`src/rtl/nn_sequencer_if.sv`:
```
// Signal bundle between nn_sequencer and its environment.
// The environment is the host stream side plus the neural_network datapath.
// master = environment (host + datapath model), slave = the sequencer.
interface nn_sequencer_if #(
    parameter int LAYER_SIZE  = 3,
    parameter int LAYER_DEPTH = 4,
    parameter int BIT_SIZE    = 8
);
    // A single layer or node still needs a one-bit address.
    localparam int LW = (LAYER_DEPTH > 1) ? $clog2(LAYER_DEPTH) : 1;
    localparam int NW = (LAYER_SIZE  > 1) ? $clog2(LAYER_SIZE)  : 1;

    // Host commands and status
    logic                cmd_load;
    logic                cmd_run;
    logic                busy;
    logic                done;

    // Host input stream (weights or input vector)
    logic                in_valid;
    logic                in_ready;
    logic [BIT_SIZE-1:0] in_data;

    // Host output stream (result vector)
    logic                out_valid;
    logic                out_ready;
    logic [BIT_SIZE-1:0] out_data;
    logic                out_last;

    // Datapath control and data
    logic                nn_write_enable;
    logic                nn_input_select;
    logic [LW-1:0]       nn_layer;
    logic [NW-1:0]       nn_node;
    logic                nn_clr;
    logic [BIT_SIZE-1:0] nn_data_in;
    logic [BIT_SIZE-1:0] nn_y;

    modport master (
        output cmd_load, cmd_run, in_valid, in_data, out_ready, nn_y,
        input  busy, done, in_ready, out_valid, out_data, out_last,
        input  nn_write_enable, nn_input_select, nn_layer, nn_node,
        input  nn_clr, nn_data_in
    );

    modport slave (
        input  cmd_load, cmd_run, in_valid, in_data, out_ready, nn_y,
        output busy, done, in_ready, out_valid, out_data, out_last,
        output nn_write_enable, nn_input_select, nn_layer, nn_node,
        output nn_clr, nn_data_in
    );
endinterface

```
`src/rtl/nn_sequencer.sv`:
```
// Control FSM for one neural_network datapath instance.
// It loads the weight image, runs inference layer by layer, then streams
// the result vector back to the host.
//
// Flow: IDLE -> LOAD -> IDLE                                   (weight load)
//       IDLE -> CLR -> RUN_IN -> SETTLE -> CLR -> RUN_FB -> SETTLE ... ->
//               OUT_FETCH <-> OUT_PRESENT -> IDLE               (inference)
module nn_sequencer #(
    parameter int LAYER_SIZE  = 3,
    parameter int LAYER_DEPTH = 4,
    parameter int BIT_SIZE    = 8,
    parameter int PIPE_LAT    = 2     // must be >= 1
) (
    input  logic          clk,
    input  logic          rst,        // asynchronous, active low
    nn_sequencer_if.slave bus
);

    localparam int LW = (LAYER_DEPTH > 1) ? $clog2(LAYER_DEPTH) : 1;
    localparam int NW = (LAYER_SIZE  > 1) ? $clog2(LAYER_SIZE)  : 1;
    localparam int SW = (PIPE_LAT    > 1) ? $clog2(PIPE_LAT)    : 1;

    localparam logic [LW-1:0] LAYER_LAST  = LW'(LAYER_DEPTH - 1);
    localparam logic [NW-1:0] NODE_LAST   = NW'(LAYER_SIZE - 1);
    localparam logic [SW-1:0] SETTLE_LAST = SW'(PIPE_LAT - 1);

    typedef enum logic [2:0] {
        S_IDLE,
        S_LOAD,
        S_CLR,
        S_RUN_IN,
        S_RUN_FB,
        S_SETTLE,
        S_OUT_FETCH,
        S_OUT_PRESENT
    } state_t;

    state_t              r_state;
    logic [LW-1:0]       r_layer;
    logic [NW-1:0]       r_node;      // node address; also the readout index
    logic [SW-1:0]       r_settle;

    // Registered outputs, updated together with the state they belong to.
    logic                r_busy;
    logic                r_done;
    logic                r_in_ready;
    logic                r_input_select;
    logic                r_clr;
    logic                r_out_valid;
    logic                r_out_last;
    logic [BIT_SIZE-1:0] r_out_data;

    logic                w_in_fire;
    logic                w_out_fire;
    logic                w_node_last;
    logic                w_layer_last;

    assign w_in_fire    = bus.in_valid & r_in_ready;
    assign w_out_fire   = r_out_valid & bus.out_ready;
    assign w_node_last  = (r_node == NODE_LAST);
    assign w_layer_last = (r_layer == LAYER_LAST);

    // Sequencer FSM: state, counters and all state-derived outputs in one place.
    // NOTE: every register here is assigned with <= so all of them update from
    // the same pre-edge values; mixing in = would make the order of the
    // statements change the hardware.
    always_ff @(posedge clk or negedge rst) begin
        if (!rst) begin
            r_state        <= S_IDLE;
            r_layer        <= '0;
            r_node         <= '0;
            r_settle       <= '0;
            r_busy         <= 1'b0;
            r_done         <= 1'b0;
            r_in_ready     <= 1'b0;
            r_input_select <= 1'b0;
            r_clr          <= 1'b0;
            r_out_valid    <= 1'b0;
            r_out_last     <= 1'b0;
            r_out_data     <= '0;
        end else begin
            // Single-cycle strobes default low and are raised on transitions.
            r_done <= 1'b0;
            r_clr  <= 1'b0;

            case (r_state)
                // Commands are only honoured here; load has priority over run.
                S_IDLE: begin
                    if (bus.cmd_load) begin
                        r_state    <= S_LOAD;
                        r_busy     <= 1'b1;
                        r_in_ready <= 1'b1;
                        r_layer    <= '0;
                        r_node     <= '0;
                    end else if (bus.cmd_run) begin
                        r_state <= S_CLR;
                        r_busy  <= 1'b1;
                        r_clr   <= 1'b1;
                        r_layer <= '0;
                        r_node  <= '0;
                    end
                end

                // One weight per accepted word, walking node-major through layers.
                S_LOAD: begin
                    if (w_in_fire) begin
                        if (w_node_last) begin
                            r_node <= '0;
                            if (w_layer_last) begin
                                r_layer    <= '0;
                                r_state    <= S_IDLE;
                                r_busy     <= 1'b0;
                                r_in_ready <= 1'b0;
                                r_done     <= 1'b1;
                            end else begin
                                r_layer <= r_layer + 1'b1;
                            end
                        end else begin
                            r_node <= r_node + 1'b1;
                        end
                    end
                end

                // Layer accumulators were cleared this cycle; pick the input source.
                S_CLR: begin
                    r_node <= '0;
                    if (r_layer == '0) begin
                        r_state        <= S_RUN_IN;
                        r_in_ready     <= 1'b1;
                        r_input_select <= 1'b1;
                    end else begin
                        r_state <= S_RUN_FB;
                    end
                end

                // Layer 0 consumes the host input vector; node holds while stalled.
                S_RUN_IN: begin
                    if (w_in_fire) begin
                        if (w_node_last) begin
                            r_node         <= '0;
                            r_state        <= S_SETTLE;
                            r_in_ready     <= 1'b0;
                            r_input_select <= 1'b0;
                        end else begin
                            r_node <= r_node + 1'b1;
                        end
                    end
                end

                // Deeper layers take the previous layer's results, one node per cycle.
                S_RUN_FB: begin
                    if (w_node_last) begin
                        r_node  <= '0;
                        r_state <= S_SETTLE;
                    end else begin
                        r_node <= r_node + 1'b1;
                    end
                end

                // Give the datapath PIPE_LAT cycles to finish the layer.
                S_SETTLE: begin
                    if (r_settle == SETTLE_LAST) begin
                        r_settle <= '0;
                        if (w_layer_last) begin
                            r_state <= S_OUT_FETCH;
                            r_node  <= '0;
                        end else begin
                            r_layer <= r_layer + 1'b1;
                            r_state <= S_CLR;
                            r_clr   <= 1'b1;
                        end
                    end else begin
                        r_settle <= r_settle + 1'b1;
                    end
                end

                // nn_node has addressed the result memory for a full cycle, so
                // nn_y is stable here; capture it and offer it to the host.
                S_OUT_FETCH: begin
                    r_state     <= S_OUT_PRESENT;
                    r_out_data  <= bus.nn_y;
                    r_out_valid <= 1'b1;
                    r_out_last  <= w_node_last;
                end

                // Word is held until the host takes it.
                S_OUT_PRESENT: begin
                    if (w_out_fire) begin
                        r_out_valid <= 1'b0;
                        r_out_last  <= 1'b0;
                        if (r_out_last) begin
                            r_state <= S_IDLE;
                            r_busy  <= 1'b0;
                            r_done  <= 1'b1;
                            r_node  <= '0;
                            r_layer <= '0;
                        end else begin
                            r_node  <= r_node + 1'b1;
                            r_state <= S_OUT_FETCH;
                        end
                    end
                end

                default: begin
                    r_state <= S_IDLE;
                end
            endcase
        end
    end

    // Host-facing status and stream outputs.
    assign bus.busy      = r_busy;
    assign bus.done      = r_done;
    assign bus.in_ready  = r_in_ready;
    assign bus.out_valid = r_out_valid;
    assign bus.out_data  = r_out_data;
    assign bus.out_last  = r_out_last;

    // Datapath controls that follow the FSM registers.
    assign bus.nn_input_select = r_input_select;
    assign bus.nn_clr          = r_clr;
    assign bus.nn_layer        = r_layer;
    assign bus.nn_node         = r_node;

    // NOTE: the write strobe and serial data must coincide with the host
    // handshake cycle itself, so they are decoded from the live handshake
    // rather than registered; in_ready is registered, keeping the path short.
    assign bus.nn_write_enable = (r_state == S_LOAD) & w_in_fire;
    assign bus.nn_data_in      = w_in_fire ? bus.in_data : '0;

endmodule
```
`src/flat_wrapper.sv`:
```
// flat-port wrapper written by rule: the top's interface ports become plain ports
module nn_sequencer_flat 
#(
    parameter int LAYER_SIZE  = 3,
    parameter int LAYER_DEPTH = 4,
    parameter int BIT_SIZE    = 8,
    parameter int PIPE_LAT    = 2                    
)
  (clk, rst, bus_cmd_load, bus_cmd_run, bus_in_valid, bus_in_data, bus_out_ready, bus_nn_y, bus_busy, bus_done, bus_in_ready, bus_out_valid, bus_out_data, bus_out_last, bus_nn_write_enable, bus_nn_input_select, bus_nn_layer, bus_nn_node, bus_nn_clr, bus_nn_data_in);
  nn_sequencer_if #(.LAYER_SIZE(LAYER_SIZE), .LAYER_DEPTH(LAYER_DEPTH), .BIT_SIZE(BIT_SIZE)) bus_i ();
  input  logic clk;
  input  logic rst;
  input wire logic [$bits(bus_i.cmd_load)-1:0] bus_cmd_load;
  input wire logic [$bits(bus_i.cmd_run)-1:0] bus_cmd_run;
  input wire logic [$bits(bus_i.in_valid)-1:0] bus_in_valid;
  input wire logic [$bits(bus_i.in_data)-1:0] bus_in_data;
  input wire logic [$bits(bus_i.out_ready)-1:0] bus_out_ready;
  input wire logic [$bits(bus_i.nn_y)-1:0] bus_nn_y;
  output wire logic [$bits(bus_i.busy)-1:0] bus_busy;
  output wire logic [$bits(bus_i.done)-1:0] bus_done;
  output wire logic [$bits(bus_i.in_ready)-1:0] bus_in_ready;
  output wire logic [$bits(bus_i.out_valid)-1:0] bus_out_valid;
  output wire logic [$bits(bus_i.out_data)-1:0] bus_out_data;
  output wire logic [$bits(bus_i.out_last)-1:0] bus_out_last;
  output wire logic [$bits(bus_i.nn_write_enable)-1:0] bus_nn_write_enable;
  output wire logic [$bits(bus_i.nn_input_select)-1:0] bus_nn_input_select;
  output wire logic [$bits(bus_i.nn_layer)-1:0] bus_nn_layer;
  output wire logic [$bits(bus_i.nn_node)-1:0] bus_nn_node;
  output wire logic [$bits(bus_i.nn_clr)-1:0] bus_nn_clr;
  output wire logic [$bits(bus_i.nn_data_in)-1:0] bus_nn_data_in;
  assign bus_i.cmd_load = bus_cmd_load;
  assign bus_i.cmd_run = bus_cmd_run;
  assign bus_i.in_valid = bus_in_valid;
  assign bus_i.in_data = bus_in_data;
  assign bus_i.out_ready = bus_out_ready;
  assign bus_i.nn_y = bus_nn_y;
  assign bus_busy = bus_i.busy;
  assign bus_done = bus_i.done;
  assign bus_in_ready = bus_i.in_ready;
  assign bus_out_valid = bus_i.out_valid;
  assign bus_out_data = bus_i.out_data;
  assign bus_out_last = bus_i.out_last;
  assign bus_nn_write_enable = bus_i.nn_write_enable;
  assign bus_nn_input_select = bus_i.nn_input_select;
  assign bus_nn_layer = bus_i.nn_layer;
  assign bus_nn_node = bus_i.nn_node;
  assign bus_nn_clr = bus_i.nn_clr;
  assign bus_nn_data_in = bus_i.nn_data_in;
  nn_sequencer #(.LAYER_SIZE(LAYER_SIZE), .LAYER_DEPTH(LAYER_DEPTH), .BIT_SIZE(BIT_SIZE), .PIPE_LAT(PIPE_LAT)) u_core (.clk(clk), .rst(rst), .bus(bus_i));
endmodule
```
`config.mk`:
```
export PLATFORM = sky130hd
export DESIGN_NAME = nn_sequencer_flat
export DESIGN_NICKNAME = d
export VERILOG_FILES = /design/src/rtl/nn_sequencer_if.sv /design/src/rtl/nn_sequencer.sv /design/src/flat_wrapper.sv
export SDC_FILE = /design/constraint.sdc
export NUM_CORES = 1
export LEC_CHECK = 0
export ABC_CLOCK_PERIOD_IN_PS = 1600
export CAP_MARGIN = 15
export CORE_MARGIN = 2
export CORE_UTILIZATION = 40
export CTS_CLUSTER_SIZE = 8
export DETAILED_ROUTE_END_ITERATION = 8
export PLACE_DENSITY_LB_ADDON = 0.3
export SLEW_MARGIN = 30
export SYNTH_ARGS = -nofsm -noshare
export SYNTH_HDL_FRONTEND = slang
export SYNTH_SLANG_ARGS = --single-unit
```
`constraint.sdc`:
```
create_clock -name clk -period 1.6 [get_ports clk]
set_input_delay 0.48 -clock clk [delete_from_list [all_inputs] [get_ports clk]]
set_output_delay 0.48 -clock clk [all_outputs]
set_load 0.02 [all_outputs]
```
==> flow_metrics.py <==
metrics = {
    "setup_path": {
        "crit_start": "u_core.r_state[1]",
        "cp.arrival_ns": 2.07,
        "r2r_start": "u_core.r_state[1]",
        "worstSetupStartpointType": "flip-flop",
        "end_kind": "flip-flop",
        "slowest_delay_ns": 0.43,
        "path_cells": "or3b_4, buf_4, buf_6, a21o_1, and3_4, mux2_4",
        "cpMaxStageDelayCell": "or3b_4",
        "crit_type": "reg -> reg",
        "worstPathRequired_ns": 1.81,
        "path_max_fanout": 3,
    },
    "finish": {
        "n_antenna_cell": 0,
        "layout.nets": 238,
        "n_fill_cell": 318,
        "post-route-util_pct": 65.3,
        "syn2layout_area_growth_pct": 54.9,
        "regArea_um2": 577,
        "final_layout_size_suffix_gt1_share_pct": 33.3,
        "multi_input_area_um2": 865,
    },
    "pwr": {
        "p_clk_share_pct": 7.1,
        "power.share.sequential_pct": 25.5,
        "p_switching_mw": 1.65,
        "leakage_nw": 1.00,
        "combPwrFrac_pct": 67.4,
        "power_density_mw_per_mm2": 1750,
        "ir_worst_vdd_mv": 1.02,
        "internal_power_mw": 2.19,
        "swShare_pct": 43.0,
    },
    "outcome": {
        "status": "complete, but fails checks",
        "failed_checks": "negative setup slack",
    },
    "die": {
        "die_h_um": 63.5,
        "start_util_pct": 42.1,
        "ioPinCount": 50,
        "die_area_mm2": 0.00403,
        "std_cell_rows": 21,
        "die_x_um": 63.5,
        "core_mm2": 0.00336,
    },
    "timing": {
        "finalSetupTns_ns": -1.48,
        "hold-worst-slack_ns": 0.506,
        "finalCritPeriodShare_pct": 116,
        "finalHoldViolCount": 0,
        "clock_skew_ns": 0.00428,
        "drv_slew": 0,
        "clock.fmax_mhz": 540,
        "fin_ws_ns": -0.252,
        "worst_pin_slew_ns": 0.300,
        "finalSetupViolations": 16,
        "relSlewSlack_pct": 80.0,
        "min_period_ns": 1.85,
        "rsz0062_at_grt": "yes",
    },
    "logic_synthesis": {
        "syn_inst": 147,
        "ys_seq_elements": 23,
        "syn_nets": 174,
        "synth_top_area_share_pct": 40.6,
        "synth_edf_count": 0,
        "synth.avg_cell_area_um2": 9.64,
        "synthesis.area_mm2": 0.00142,
        "synth-warning-count": 0,
        "synth_seq_area_share_pct": 40.6,
        "ys_async_sr_fraction_pct": 100,
        "synth.area.top_cells": "dfrtp_1 (41%), mux2_2 (6.4%), and3_1 (4.4%), ha_1 (4.4%), mux2i_1 (4.2%)",
        "yosysTopAreaCell": "dfrtp_1",
        "ys_types": 41,
        "synth_flop_cell": "dfrtp_1",
    },
    "route": {
        "vias_per_cell": 5.26,
        "drc": 0,
        "num_vias": 1347,
        "wl_per_cell_um": 15.1,
        "drt-initial-drc-count": 85,
        "wl_um": 3850,
        "drt_pass1_iterations": 4,
        "ant_nets": 0,
    },
    "global_routing": {
        "grt_pass1_wl_um": 6490,
        "track_usage_pct": 20.2,
        "grt_max_degree": 28,
        "first_global_vias": 1362,
        "antenna_found_initial": 0,
        "overflow": 0,
    },
    "placement": {
        "port_buffers": 49,
        "hpwl_um": 2850,
        "place.gp.congestion": 0.814,
        "pre_cts_ws_ns": -0.827,
    },
    "flow_run": {
        "max-cap-violations": 0,
    },
    "clocking": {
        "cts_buffers": 3,
        "hold_buffers": 0,
        "clkLatencyLatePin_ns": 0.31,
        "cts-htree-levels": 1,
        "clk_pin_slew_worst_paths_ns": 0.13,
        "ctsRootBufferMaster": "clkbuf_4",
        "clk_path_buf_depth": 2,
        "clock_sinks": 23,
        "cts_tree": "built",
    },
    "worst_hold_path": {
        "hp-class": "in -> async",
    },
}
[cells in the final DEF (no fill, tap or decap), drive strengths merged, types with 2 or more instances in the layout]
cell type	count
nor2	7
nand3	4
dlygate4sd2	23
nor3	3
nor2b	6
dfrtp	23
ha	5
buf	32
nand2b	3
a31oi	2
a32o	2
nand2	11
a21oi	10
inv	7
clkdlybuf4s15	2
mux2i	6
o21bai	2
clkdlybuf4s50	12
clkbuf	5
o21ai	6
and3	11
mux2	10
[power by group through the flow]
| stage | Sequential, mW | Clock [mW] | Combinational (mW) |
|---|---|---|---|
| global placement | 0.977 | 0 | 2.40 |
| floorplan | 1.24 | 0 | 1.27 |
| global route | 1.01 | 0.309 | 2.80 |
| detailed placement | 0.995 | 0 | 2.46 |
| CTS | 0.976 | 0.280 | 2.51 |
| finish | 0.982 | 0.273 | 2.59 |
[path summary, 6_finish.rpt]
check	end	slack, ns	depth (start not counted)
max	u_core.r_state[2]	-0.25	6
min	u_core.r_state[0]	0.51	2
max reg2reg	u_core.r_state[2]	-0.25	6
min reg2reg	u_core.bus.out_data[0]	0.52	1
max in group asynchronous	u_core.bus.nn_node[0]	0.84	2
min in group clk	u_core.bus.out_data[0]	0.52	1
[critical path: cells and delay by family, from the launching register on]
kind / cells / cell delay [ns]
compound gates: 1 / 0.18
buf+inv: 2 / 0.26
flops: 1 / 0.40
mux: 1 / 0.29
simple gates: 2 / 0.62
[through the flow]
| stage | power (mW) | cells | area [um^2] |
|---|---|---|---|
| global route | 4.12 | 256 | 2190 |
| detailed placement | 3.45 | 248 | 2050 |
| finish | 3.85 | 256 | 2190 |
| global placement | 3.37 | 248 | 2050 |
| floorplan | 2.51 | 147 | 1440 |
| CTS | 3.77 | 255 | 2160 |
[final cells by class]
| class | instances | share of cell area [%] |
|---|---|---|
| Sequential cell | 23 | 26.3 |
| Clock buffer | 4 | 1.20 |
| Tap cell | 46 | 2.62 |
| Inverter | 7 | 1.20 |
| Timing Repair Buffer | 70 | 29.3 |
| Multi-Input combinational cell | 106 | 39.4 |
[flip-flops by register name (all words and copies together) (netlist names)]
name	flops
u_core.bus.out_valid	1
u_core.bus.nn_node	2
u_core.bus.nn_clr	1
u_core.bus.done	1
u_core.bus.nn_layer	2
u_core.bus.out_data	8
u_core.bus.in_ready	1
u_core.bus.busy	1
u_core.r_settle	1
u_core.bus.nn_input_select	1
u_core.bus.out_last	1
u_core.r_state	3
[what timing repair did]
item	CTS	global route
pin swaps	10	12
endpoints found under the setup margin	38	29
buffers inserted	2	4
gates resized for setup	104	13
cloned	1	0
[kinds of logic (layout without fill, tap and decap cells)]
logic type	count (synthesis)	after routing	share of synthesized area (%)
fa+ha+maj	5	5	4.42
flops	23	23	40.6
mux	16	16	12.7
compound gates	32	32	14.8
buf+inv	18	81	6.36
xor+xnor	1	1	0.618
simple gates	52	52	20.5
[synth_stat cells (3+ instances only)]
library cell,count
nor3_1,3
clkbuf_1,5
nor2_1,7
o21ai_0,6
mux2i_1,6
mux2_2,8
and3_1,10
dfrtp_1,23
nand3_1,4
inv_1,7
a21oi_1,10
nand2b_1,3
nand2_1,11
nor2b_1,6
buf_2,3
ha_1,5
[routing by layer]
metal	wire length, um	track usage, %	part of all wire [%]	up-vias
li1	-	-	-	652
met1	1660	25.9	43	662
met2	2010	34.7	52	29
met3	145	4.64	3.8	4
met4	38	4.08	0.99	0
met5	0	0	0	-
(Power assumes the default switching activity.)
